File: src/rtl/class_pkg.sv
// Shared constants, FSM states and counter type for the decision-tree frame loader.
package class_pkg;

  localparam int N_FEAT = 51;
  localparam int IN_W   = 8;
  localparam int BEATS  = (N_FEAT + IN_W - 1) / IN_W;
  localparam int BEAT_W = $clog2(BEATS) + 1;

  typedef enum logic [1:0] {
    COLLECT,
    DRAIN,
    EVAL,
    HOLD
  } state_t;

  typedef logic [15:0] cnt_t;

endpackage

File: src/rtl/class_frame_loader.sv
// Assembles a byte-stream feature frame into the tree's feature vector and returns
// the tree's class bit, one settle cycle later, on a valid/ready result port.
module class_frame_loader
  import class_pkg::*;
(
  input  logic              clk,
  input  logic              rst_n,
  input  logic              s_valid,
  output logic              s_ready,
  input  logic [IN_W-1:0]   s_data,
  input  logic              s_last,
  output logic [N_FEAT-1:0] feat_o,
  input  logic              cls_i,
  output logic              m_valid,
  input  logic              m_ready,
  output logic              m_class,
  output logic              err_o,
  output cnt_t              ok_cnt,
  output cnt_t              err_cnt
);

  state_t              state_q, state_d;
  logic [BEAT_W-1:0]   beat_cnt_q, beat_cnt_d;
  logic [N_FEAT-1:0]   feat_q, feat_d;
  logic                s_ready_q, s_ready_d;
  logic                m_valid_q, m_valid_d;
  logic                m_class_q, m_class_d;
  logic                err_q, err_d;
  cnt_t                ok_cnt_q, ok_cnt_d;
  cnt_t                err_cnt_q, err_cnt_d;
  logic                beat_acc;
  logic                last_slot;

  assign beat_acc  = s_valid && s_ready_q;
  assign last_slot = (beat_cnt_q == BEAT_W'(BEATS - 1));

  always_comb begin
    state_d    = state_q;
    beat_cnt_d = beat_cnt_q;
    feat_d     = feat_q;
    m_valid_d  = m_valid_q;
    m_class_d  = m_class_q;
    err_d      = 1'b0;
    ok_cnt_d   = ok_cnt_q;
    err_cnt_d  = err_cnt_q;

    unique case (state_q)
      COLLECT: begin
        if (beat_acc) begin
          // Lane k of the vector takes the beat slot k / IN_W; bits past N_FEAT fall away.
          for (int i = 0; i < N_FEAT; i++) begin
            if (int'(beat_cnt_q) == i / IN_W) begin
              feat_d[i] = s_data[i % IN_W];
            end
          end
          if (last_slot) begin
            beat_cnt_d = '0;
            if (s_last) begin
              state_d = EVAL;
            end else begin
              state_d   = DRAIN;
              err_d     = 1'b1;
              err_cnt_d = err_cnt_q + 16'd1;
            end
          end else if (s_last) begin
            beat_cnt_d = '0;
            err_d      = 1'b1;
            err_cnt_d  = err_cnt_q + 16'd1;
          end else begin
            beat_cnt_d = beat_cnt_q + BEAT_W'(1);
          end
        end
      end

      DRAIN: begin
        if (beat_acc && s_last) begin
          state_d    = COLLECT;
          beat_cnt_d = '0;
        end
      end

      EVAL: begin
        m_class_d = cls_i;
        m_valid_d = 1'b1;
        ok_cnt_d  = ok_cnt_q + 16'd1;
        state_d   = HOLD;
      end

      HOLD: begin
        if (m_ready) begin
          m_valid_d = 1'b0;
          state_d   = COLLECT;
        end
      end

      default: state_d = COLLECT;
    endcase

    // Registered from the next state so s_ready never depends on m_ready combinationally.
    s_ready_d = (state_d == COLLECT) || (state_d == DRAIN);
  end

  always_ff @(posedge clk or negedge rst_n) begin
    if (!rst_n) begin
      state_q    <= COLLECT;
      beat_cnt_q <= '0;
      feat_q     <= '0;
      s_ready_q  <= 1'b1;
      m_valid_q  <= 1'b0;
      m_class_q  <= 1'b0;
      err_q      <= 1'b0;
      ok_cnt_q   <= '0;
      err_cnt_q  <= '0;
    end else begin
      state_q    <= state_d;
      beat_cnt_q <= beat_cnt_d;
      feat_q     <= feat_d;
      s_ready_q  <= s_ready_d;
      m_valid_q  <= m_valid_d;
      m_class_q  <= m_class_d;
      err_q      <= err_d;
      ok_cnt_q   <= ok_cnt_d;
      err_cnt_q  <= err_cnt_d;
    end
  end

  assign s_ready = s_ready_q;
  assign feat_o  = feat_q;
  assign m_valid = m_valid_q;
  assign m_class = m_class_q;
  assign err_o   = err_q;
  assign ok_cnt  = ok_cnt_q;
  assign err_cnt = err_cnt_q;

endmodule
File: config.mk
export PLATFORM = sky130hd
export DESIGN_NAME = class_frame_loader
export DESIGN_NICKNAME = d
export VERILOG_FILES = /design/src/rtl/class_pkg.sv /design/src/rtl/class_frame_loader.sv
export SDC_FILE = /design/constraint.sdc
export NUM_CORES = 1
export LEC_CHECK = 0
export ABC_AREA = 1
export BUFFER_PORTS_ARGS = -buffer_cell sky130_fd_sc_hd__buf_4
export CAP_MARGIN = 30
export CELL_PAD_IN_SITES_DETAIL_PLACEMENT = 1
export CELL_PAD_IN_SITES_GLOBAL_PLACEMENT = 2
export CORE_ASPECT_RATIO = 0.5
export CORE_UTILIZATION = 33
export DETAILED_ROUTE_END_ITERATION = 8
export GPL_TIMING_DRIVEN = 0
export MAX_ROUTING_LAYER = met4
export PLACE_DENSITY = 0.91
export SLEW_MARGIN = 20
export SYNTH_ARGS = -nofsm -noshare
export SYNTH_HDL_FRONTEND = slang
export SYNTH_SLANG_ARGS = --single-unit
File: constraint.sdc
create_clock -name clk -period 4.6 [get_ports clk]
set_clock_uncertainty 0.05 [all_clocks]
set_input_delay 0.92 -clock clk [delete_from_list [all_inputs] [get_ports clk]]
set_output_delay 0.92 -clock clk [all_outputs]
set_load 0.01 [all_outputs]
==> flow_summary.ini <==
[sta]
timing.max_slew.rel_slack_pct = 65.8
worst_hold_slack_ns = 0.368
slew_viol_final = 0
setup_tns_ns = 0
finalSetupViolations = 0
maxClockFrequency_mhz = 479
finalCritPeriodShare_pct = 45.4
rsz_0062_raised_after_global_routing = false
period_minus_slack_ns = 2.09
worst_pin_slew_ns = 0.512
hold_violations = 0

[clock_tree]
worst_skew_pair_latency_ns = 0.34
tritoncts = yes
htree_levels = 3
cts.repair.resized = 0
clk_path_buf_depth = 2
cts.sink_count = 93
cts_buffers = 9
post_cts_hold_buffer_count = 0
cell_chosen_for_the_clock_root = clkbuf_16
cts.reportedPaths.clkPinSlew_ns = 0.08
postCtsSetupBuffers = 0

[drt]
drc_errors = 0
drt.antenna.violating_nets = 0
routed-via-count = 3432
drt_wl_total_mm = 10.6
routed_wire_length_per_instance_um = 14.5
drt_first_pass_iters = 4
via_per_instance_ratio = 4.71
drtIter0Drc = 114

[final_layout]
antenna-diode-count = 0
net_count_reported_at_finish = 585
drive_above_1_share_pct = 22.5
syn2layout_area_growth_pct = 31.9
fill_cells = 1342

[setup_path]
worst-setup-path-type = register to register
setup.worst_path.end_class = register
cp_data_required_time_ns = 4.83
crit_fanout = 10
worst-r2r-setup-slack_ns = 2.51
worst_setup_path_start_kind = register
r2r_cells = 9
crit-reg2reg-launch = beat_cnt_q[0]$_DFFE_PN0P_
crit_path_dat_ns = 2.32
critical_path.reg2reg.endpoint = err_cnt[15]$_DFFE_PN0P_

[power]
p_int_mw = 1.94
power_frac_clock_pct = 24.3
powerDensity_nw_per_um2 = 579
power.share.switching_pct = 36.4
power_switching_mw = 1.11
sequentialPowerShare_pct = 41.5
irDropWorstVdd_mv = 0.252
power.combinational.fraction_pct = 34.2
leakage_power_figure_nw = 2.71

[floorplanning]
die_height_um = 79.9
die_width_um = 158
fp.dieArea_um2 = 12600
std_cell_rows = 27
initial_utilization_pct = 35.1
io-pin-count = 101
core_area_um2 = 11400

[run_status]
status = finished, final reports clean

[yosys]
yosysSeqAreaShare_pct = 58.2
synth.top_cells.by_area = dfrtp_1 (58%), nand2_1 (14%), o21ai_0 (7.1%)
yosys.cell_types.count = 19
synthesis.area_per_instance_um2 = 8.83
synth_area_um2 = 4000
syn-instance-count = 453
synth_seq_cells = 93
mappedNetlistNets = 473
synth_largest_area_cell = dfrtp_1
synthesis.yosys.warnings = 0
yosys.area.top_type_share_pct = 57.5

[place]
portBuffers = 100
place_hpwl_mm = 7.60
routabilityCongestion = 0.768

[global_route]
grt_remaining_overflow = 0
grt_pass1_wl_mm = 17.7
grt_util_all_layers_pct = 18.7
maximum_number_of_pins_on_one_net_before_global_route_repair = 94
first_global_vias = 3524
number_of_antenna_violations_at_the_first_check_in_global_routing = 0

[worst_hold_path]
min-delay-path-class = input port to asynchronous set/reset pin

[job]
maxCapViolations = 0
## cells in the mapped netlist
cell      count
nand2_1     150
xor2_1        9
buf_2         8
xnor2_1       8
nand4_1       5
a21oi_1       4
a31oi_1       1
o21ai_0      57
dfstp_2       1
nand3b_1      7
nor3_4        1
nand3_1      22
nor2_2        1
dfrtp_1      92
inv_1        40
o21ai_1       5
nor2_1       30
nor3_1        6
ha_1          6
## power groups by stage
stage	Sequential (mW)	Clock (mW)	Combinational [mW]
global placement	1.27	0	1.03
finish	1.27	0.743	1.05
global route	1.30	0.787	1.19
detailed placement	1.28	0	1.06
CTS	1.27	0.767	1.06
floorplan	1.37	0	0.401
## critical path, cell delays in order, from the launching register on
cell      delay (ns)
dfrtp_1         0.41
inv_1           0.15
ha_1            0.23
nand3_1         0.11
nand2_1         0.14
nand2_1         0.08
nor2_2          0.33
buf_2           0.34
nand3b_1        0.11
nand2_1         0.08
## flip-flops by register name, indices dropped and copies added, names as in the netlist
| signal | count |
|---|---|
| feat_o | 51 |
| err_cnt | 16 |
| ok_cnt | 16 |
| beat_cnt_q | 4 |
| state_q | 2 |
| err_o | 1 |
| m_class | 1 |
| m_valid | 1 |
| s_ready | 1 |
## area by class of cell
class / count / area, um2 / share of cell area [%]
flip-flops and latches: 93 / 2330 / 44.1
multi-input cells: 312 / 1480 / 28.1
repair buffers: 101 / 782 / 14.8
clock buffers: 9 / 225 / 4.27
well taps: 159 / 199 / 3.77
inverters: 40 / 150 / 2.85
clock inverters: 7 / 68.8 / 1.30
plain buffers: 8 / 40.0 / 0.759
## layer usage
metal  track usage (%)  share of wire (%)
met1              23.2                 48
met3              5.54                5.5
met5                 -                  0
met4              5.53               0.90
met2              29.5                 46
## per-stage QoR
step / total power, mW / instances / worst slack [ns] / instance area (um2) / utilization (%)
6_report: 3.06 / 729 / 2.51 / 5280 / 46.3
5_1_grt: 3.28 / 729 / 2.32 / 5280 / 46.3
4_1_cts: 3.10 / 728 / 2.48 / 5250 / 46.1
3_5_place_dp: 2.34 / 712 / 2.19 / 4950 / 43.5
3_3_place_gp: 2.30 / 712 / 2.23 / 4950 / 43.5
2_1_floorplan: 1.77 / 453 / 2.64 / 4000 / -
## cell families (layout without fill, tap and decap cells)
family	after synthesis	after routing	synth area share, %
buffers and inverters	48	165	4.75
AO/OA/AOI/OAI	67	67	8.41
AND/OR/NAND/NOR	222	222	23.0
XOR/XNOR	17	17	3.72
flip-flops	93	93	58.2
adder cells (fa/ha/maj)	6	6	1.88
## cell usage in the layout (no fill, tap or decap), types with 6 or more instances in the layout
| cell | n |
|---|---|
| buf_2 | 8 |
| nor2_1 | 30 |
| nand2_1 | 150 |
| dfrtp_1 | 92 |
| xnor2_1 | 8 |
| inv_1 | 40 |
| xor2_1 | 9 |
| clkbuf_16 | 9 |
| ha_1 | 6 |
| nand3b_1 | 7 |
| nor3_1 | 6 |
| buf_4 | 99 |
| nand3_1 | 22 |
| o21ai_0 | 57 |
## worst max path at each step
stage / from / end / depth (start not counted)
5_1_grt: beat_cnt_q[0]$_DFFE_PN0P_ / err_cnt[12]$_DFFE_PN0P_ / 9
3_5_place_dp: s_valid / err_cnt[11]$_DFFE_PN0P_ / 7
2_1_floorplan: s_valid / err_cnt[11]$_DFFE_PN0P_ / 6
6_report: beat_cnt_q[0]$_DFFE_PN0P_ / err_cnt[15]$_DFFE_PN0P_ / 9
3_3_place_gp: s_valid / feat_o[0]$_DFFE_PN0P_ / 7
4_1_cts: beat_cnt_q[0]$_DFFE_PN0P_ / err_cnt[12]$_DFFE_PN0P_ / 9
Note: power is estimated with default switching activity, not from simulation.
